**src/rtl/rgb_pwm_pkg.sv**
```systemverilog
// Shared encodings for the RGB PWM sequencer: lighting modes and colour-wheel geometry.
package rgb_pwm_pkg;

  typedef enum logic [1:0] {
    MODE_OFF     = 2'b00,
    MODE_BIN     = 2'b01,
    MODE_BREATHE = 2'b10,
    MODE_WHEEL   = 2'b11
  } mode_e;

  localparam int         SEG_COUNT = 6;
  localparam logic [2:0] SEG_LAST  = 3'(SEG_COUNT - 1);

  // Breathing colour order cycles 1..7; a cleared index of 0 behaves as 1.
  function automatic logic [2:0] breathe_idx(input logic [2:0] idx);
    return (idx == 3'd0) ? 3'd1 : idx;
  endfunction

  function automatic logic [2:0] breathe_next(input logic [2:0] idx);
    logic [2:0] cur;
    cur = breathe_idx(idx);
    return (cur == 3'd7) ? 3'd1 : cur + 3'd1;
  endfunction

endpackage

```
**src/rtl/rgb_pwm_ch.sv**
```systemverilog
// One PWM channel: duty latched at period end, compare against the shared counter, registered pin.
// Pin follows the counter with 1 clk latency; an all-ones duty holds the LED fully lit.
module rgb_pwm_ch #(
  parameter int PWM_W      = 8,
  parameter bit ACTIVE_LOW = 1'b1
) (
  input  logic             clk,
  input  logic             rst_n,
  input  logic [PWM_W-1:0] cnt,
  input  logic             pwm_end,
  input  logic [PWM_W-1:0] duty,
  output logic             pin
);

  localparam logic [PWM_W-1:0] MAX = '1;

  logic [PWM_W-1:0] act_duty;
  logic             on;

  assign on = (act_duty == MAX) ? 1'b1 : (cnt < act_duty);

  always_ff @(posedge clk or negedge rst_n) begin
    if (!rst_n) begin
      act_duty <= '0;
      pin      <= ACTIVE_LOW;
    end else begin
      if (pwm_end) act_duty <= duty;
      pin <= on ^ ACTIVE_LOW;
    end
  end

endmodule

```
**src/rtl/rgb_pwm_sequencer.sv**
```systemverilog
// RGB LED pattern sequencer: switch-selected mode, tick-paced pattern state, brightness shift, 3 PWM pins.
// Switches reach the mode register 3 clk after a change; pins lag the PWM counter by 1 clk.
module rgb_pwm_sequencer
  import rgb_pwm_pkg::*;
#(
  parameter int PWM_W      = 8,
  parameter int TICK_W     = 16,
  parameter bit ACTIVE_LOW = 1'b1
) (
  input  logic       clk,
  input  logic       rst_n,
  input  logic [3:0] SW,
  output logic       LED_R,
  output logic       LED_G,
  output logic       LED_B
);

  localparam logic [PWM_W-1:0] MAX = '1;
  localparam logic [PWM_W-1:0] ONE = PWM_W'(1);

  logic [3:0]        sw_m;
  logic [3:0]        sw_s;
  logic [TICK_W-1:0] pre;
  logic [PWM_W-1:0]  cnt;
  logic              tick;
  logic              pwm_end;

  mode_e             mode;
  mode_e             sw_mode;
  logic              mode_chg;
  logic [PWM_W-1:0]  lvl;
  logic              dir;
  logic [2:0]        seg;
  logic [2:0]        idx;
  logic [7:0]        sub;

  logic [PWM_W-1:0]  duty_r;
  logic [PWM_W-1:0]  duty_g;
  logic [PWM_W-1:0]  duty_b;
  logic [PWM_W-1:0]  duty_eff_r;
  logic [PWM_W-1:0]  duty_eff_g;
  logic [PWM_W-1:0]  duty_eff_b;

  assign tick     = &pre;
  assign pwm_end  = &cnt;
  assign sw_mode  = mode_e'(sw_s[1:0]);
  assign mode_chg = (sw_mode != mode);

  always_ff @(posedge clk or negedge rst_n) begin
    if (!rst_n) begin
      sw_m <= '0;
      sw_s <= '0;
      pre  <= '0;
      cnt  <= '0;
    end else begin
      sw_m <= SW;
      sw_s <= sw_m;
      pre  <= pre + 1'b1;
      cnt  <= cnt + 1'b1;
    end
  end

  // A mode change clears the pattern state and swallows any tick landing in the same cycle.
  always_ff @(posedge clk or negedge rst_n) begin
    if (!rst_n) begin
      mode <= MODE_OFF;
      lvl  <= '0;
      dir  <= 1'b0;
      seg  <= '0;
      idx  <= '0;
      sub  <= '0;
    end else if (mode_chg) begin
      mode <= sw_mode;
      lvl  <= '0;
      dir  <= 1'b0;
      seg  <= '0;
      idx  <= '0;
      sub  <= '0;
    end else if (tick) begin
      case (mode)
        MODE_BIN: begin
          sub <= sub + 8'd1;
          if (&sub) idx <= idx + 3'd1;
        end
        MODE_BREATHE: begin
          if (!dir) begin
            lvl <= lvl + ONE;
            idx <= breathe_idx(idx);
            if (lvl == MAX - ONE) dir <= 1'b1;
          end else begin
            lvl <= lvl - ONE;
            if (lvl == ONE) begin
              dir <= 1'b0;
              idx <= breathe_next(idx);
            end
          end
        end
        MODE_WHEEL: begin
          if (lvl == MAX) begin
            lvl <= '0;
            seg <= (seg == SEG_LAST) ? 3'd0 : seg + 3'd1;
          end else begin
            lvl <= lvl + ONE;
          end
        end
        default: ;
      endcase
    end
  end

  always_comb begin
    duty_r = '0;
    duty_g = '0;
    duty_b = '0;
    case (mode)
      MODE_BIN: begin
        duty_r = idx[0] ? MAX : '0;
        duty_g = idx[1] ? MAX : '0;
        duty_b = idx[2] ? MAX : '0;
      end
      MODE_BREATHE: begin
        duty_r = idx[0] ? lvl : '0;
        duty_g = idx[1] ? lvl : '0;
        duty_b = idx[2] ? lvl : '0;
      end
      MODE_WHEEL: begin
        case (seg)
          3'd0: begin duty_r = MAX;       duty_g = lvl;       end
          3'd1: begin duty_r = MAX - lvl; duty_g = MAX;       end
          3'd2: begin duty_g = MAX;       duty_b = lvl;       end
          3'd3: begin duty_g = MAX - lvl; duty_b = MAX;       end
          3'd4: begin duty_r = lvl;       duty_b = MAX;       end
          default: begin duty_r = MAX;    duty_b = MAX - lvl; end
        endcase
      end
      default: ;
    endcase
  end

  assign duty_eff_r = duty_r >> sw_s[3:2];
  assign duty_eff_g = duty_g >> sw_s[3:2];
  assign duty_eff_b = duty_b >> sw_s[3:2];

  rgb_pwm_ch #(.PWM_W(PWM_W), .ACTIVE_LOW(ACTIVE_LOW)) u_ch_r (
    .clk(clk), .rst_n(rst_n), .cnt(cnt), .pwm_end(pwm_end), .duty(duty_eff_r), .pin(LED_R)
  );

  rgb_pwm_ch #(.PWM_W(PWM_W), .ACTIVE_LOW(ACTIVE_LOW)) u_ch_g (
    .clk(clk), .rst_n(rst_n), .cnt(cnt), .pwm_end(pwm_end), .duty(duty_eff_g), .pin(LED_G)
  );

  rgb_pwm_ch #(.PWM_W(PWM_W), .ACTIVE_LOW(ACTIVE_LOW)) u_ch_b (
    .clk(clk), .rst_n(rst_n), .cnt(cnt), .pwm_end(pwm_end), .duty(duty_eff_b), .pin(LED_B)
  );

endmodule

```
**config.mk**
```make
export PLATFORM = sky130hd
export DESIGN_NAME = rgb_pwm_sequencer
export DESIGN_NICKNAME = d
export VERILOG_FILES = /design/src/rtl/rgb_pwm_pkg.sv /design/src/rtl/rgb_pwm_ch.sv /design/src/rtl/rgb_pwm_sequencer.sv
export SDC_FILE = /design/constraint.sdc
export NUM_CORES = 1
export LEC_CHECK = 0
export ABC_AREA = 0
export BUFFER_PORTS_ARGS = -buffer_cell sky130_fd_sc_hd__buf_2
export CORE_MARGIN = 2
export CORE_UTILIZATION = 30
export CTS_CLUSTER_DIAMETER = 40
export CTS_CLUSTER_SIZE = 24
export DETAILED_ROUTE_END_ITERATION = 6
export GPL_TIMING_DRIVEN = 0
export HOLD_SLACK_MARGIN = 0.05
export SYNTH_ARGS = -nofsm -noshare
export SYNTH_HDL_FRONTEND = slang
export SYNTH_SLANG_ARGS = --single-unit
```
**constraint.sdc**
```tcl
create_clock -name clk -period 2.75 [get_ports clk]
set_input_delay 0.1375 -clock clk [delete_from_list [all_inputs] [get_ports clk]]
set_output_delay 0.1375 -clock clk [all_outputs]
set_load 0.02 [all_outputs]
```
==> metrics <==
Synth Net Count 608; Detailed Route Iter0 Violations 300; Cell variety after synth 70; syn avg cell area ~9.3 um2; die width 136 um; placed instance count 802; Syn. warnings 0; Power per Cell Area approximately 470 nW/um2; Peak Freq a little under 0.4 GHz; cell chain of the critical path clkbuf_1 > inv_1 > ha_1 > or3b_1 > o41ai_2 > a2bb2oi_1 > nor2_1 > mux2i_1 > nor2_1; worst slew pin tran a little under 0.6 ns; final period utilization 94.0%; DRT Wirelength between 10 and 15 mm; antenna diode count 0; First-pass DRT Iterations 5; R2R cell count 9; min Tclk post-route between 2 and 3 ns; Worst-path clk slew roughly 0.060 ns; Filler cells 1760; leak pwr about 2.4 nW; cell area after synthesis around 5300 um2; commonest non-fill, non-tap cells in the layout dfrtp_1, nor2_1, inv_1; Critical R2R Launch lvl[1]$_DFFE_PN0P_; crit end category flip-flop; non-filler instance count after layout 822; CP arrival ~2.8 ns; Max Clock Skew about 0.0075 ns; status complete, no violations; core area between 15000 and 20000 um2; Worst-Skew Late Latency 0.34 ns; RSZ-0062 raised after global routing no; Initial Util a little over 30%; # setup viols final 0; commonest non-fill, non-tap cell in the layout dfrtp_1; Crit Path Category flip-flop to flip-flop; Crit-path slowest cell dfrtp_1; vias in the first global route around 4.3k; Critical Path RT just under 3 ns; R2R Setup Slk 0.17 ns; Clock Path Buffers 2; port bufs 8; Gate Count Post-Synth roughly 570; Max IR drop VDD around 0.35 mV; final hold vios 0; crit-path most repeated cell nor2_1; H-tree depth 3; global placer's final weighted congestion a little over 0.9; CTS Buf Count 9; number of max-cap violations 0; Sink Count 84; Multi-input gate area 2860 um2; max incr delay on CP about 0.4 ns; wire per inst approximately 16 um; Overflow after GRT 0; Final HPWL DP approximately 9.7 mm; Nets about 630; Routed Antenna Nets 0; Overall Global Routing Usage 14.8%; R2R Path End idx[1]$_DFFE_PN0P_; asr flop ratio synth 100%; register bit total from synthesis 84; die height between 100 and 150 um; CTS root buf clkbuf_16; drt drc 0; FF/Latch Area between 2000 and 2500 um2; pin count of the biggest net entering global routing 74; CTS tree built; I/O Pins 9; startpoint types flip-flop; share of cells above drive strength 1 9.88%; Rows 48; prevailing post-synth register cell dfrtp_1; total die area between 15000 and 20000 um2; setup TNS 0 ns; vias approximately 4.5k; Slew Viols, Final 0; hold crit path type input pin to asynchronous set/reset pin; Post-synth EDFFs 0; initial antenna violation count 0; Crit Path Max Fanout 10; post-synthesis sequential area ratio 40.0%; setup bufs post-CTS 0; first-pass GRT wire length roughly 22 mm; relative slew slack about three fifths; via-per-instance ratio 5.42; Area Growth Syn to Fin 13.4%
-- metrics by stage --
stage               setup WS (ns)  hold WS [ns]  power [mW]  util (%)  cell area (um2)
finish                      0.166         0.182        2.82      34.6             5970
global route               0.0224         0.202        2.94      34.6             5970
CTS                         0.121         0.179        2.84      34.6             5970
detailed placement        0.00516       0.00594        1.62      32.6             5620
global placement           0.0386         0.247        1.61      32.4             5590
floorplan                   0.478        -0.158        1.52         -             5270
-- sequential cells by signal, summed over array words and instances, names as in the netlist --
register         flops
u_ch_g.pin           1
dir                  1
u_ch_g.act_duty      8
lvl                  8
idx                  3
seg                  3
sw_s                 4
mode                 2
u_ch_r.act_duty      8
u_ch_b.act_duty      8
cnt                  8
u_ch_b.pin           1
u_ch_r.pin           1
pre                 16
sub                  8
sw_m                 4
-- cell usage after synthesis, types with 7 or more instances --
master / n / area (um2)
buf_2: 7 / 35.0
o22ai_1: 29 / 181
inv_1: 39 / 146
ha_1: 34 / 425
xnor2_1: 21 / 184
o221ai_1: 9 / 78.8
a21oi_1: 35 / 175
a211oi_1: 8 / 60.1
nand2b_1: 7 / 43.8
clkbuf_1: 19 / 71.3
dfrtp_1: 81 / 2030
or3_1: 8 / 50.1
nand4_1: 9 / 56.3
o21ai_0: 21 / 105
nand3_1: 22 / 110
nand2_1: 32 / 120
nor2_1: 43 / 161
a22oi_1: 10 / 75.1
xor2_1: 11 / 96.3
a221o_1: 7 / 70.1
-- worst max-delay path by stage --
stage	start	slack (ns)	endpoint
finish	lvl[1]$_DFFE_PN0P_	0.17	idx[1]$_DFFE_PN0P_
global route	lvl[1]$_DFFE_PN0P_	0.02	idx[1]$_DFFE_PN0P_
CTS	seg[2]$_DFFE_PN0P_	0.12	u_ch_g.act_duty[4]$_DFFE_PN0P_
detailed placement	lvl[1]$_DFFE_PN0P_	0.005	idx[1]$_DFFE_PN0P_
global placement	lvl[1]$_DFFE_PN0P_	0.04	idx[1]$_DFFE_PN0P_
floorplan	seg[2]$_DFFE_PN0P_	0.48	u_ch_g.act_duty[5]$_DFFE_PN0P_
-- worst max-delay path: cells and delay by family, from the launching register on --
kind / cells / cell delay, ns
AO/OA/AOI/OAI: 2 / 0.50
adder cells (fa/ha/maj): 1 / 0.19
buffers and inverters: 2 / 0.43
flip-flops: 1 / 0.41
multiplexers: 1 / 0.22
AND/OR/NAND/NOR: 3 / 0.68
-- cells by family (layout without fill, tap and decap cells) --
family | count (synthesis) | after routing | synth area share, %
flip-flops | 84 | 84 | 40.0
AO/OA/AOI/OAI | 186 | 186 | 25.0
AND/OR/NAND/NOR | 157 | 157 | 15.1
multiplexers | 3 | 3 | 0.570
adder cells (fa/ha/maj) | 34 | 34 | 8.08
XOR/XNOR | 32 | 32 | 5.32
buffers and inverters | 72 | 101 | 5.92
-- routing by layer --
layer	part of all wire [%]	routed length [um]	up-vias	global-route usage [%]
met5	0	0	-	0
met4	1.7	214	0	4.17
met3	3.5	457	19	3.06
met2	47	6150	113	24.0
met1	47	6140	2170	19.8
li1	-	-	2157	-
-- where the power goes --
part	switching (mW)	total, mW	internal (mW)
combinational	0.226	0.346	0.120
clock	0.499	1.20	0.704
sequential	0.0155	1.27	1.25
total	0.740	2.82	2.08
-- area by class of cell --
| type | count | area share [%] |
|---|---|---|
| Multi-Input combinational cell | 412 | 47.9 |
| Sequential cell | 84 | 35.3 |
| Tap cell | 225 | 4.72 |
| Clock buffer | 10 | 3.84 |
| Buffer | 31 | 2.60 |
| Inverter | 40 | 2.56 |
| Timing Repair Buffer | 14 | 2.01 |
| Clock inverter | 6 | 1.07 |
-- what timing repair did --
action	4_1_cts	5_1_grt
hold buffers	5	0
endpoints found under the hold margin	88	0
setup endpoints to repair	1	8
gates resized for setup	1	1
Note: power is estimated with default switching activity, not from simulation.
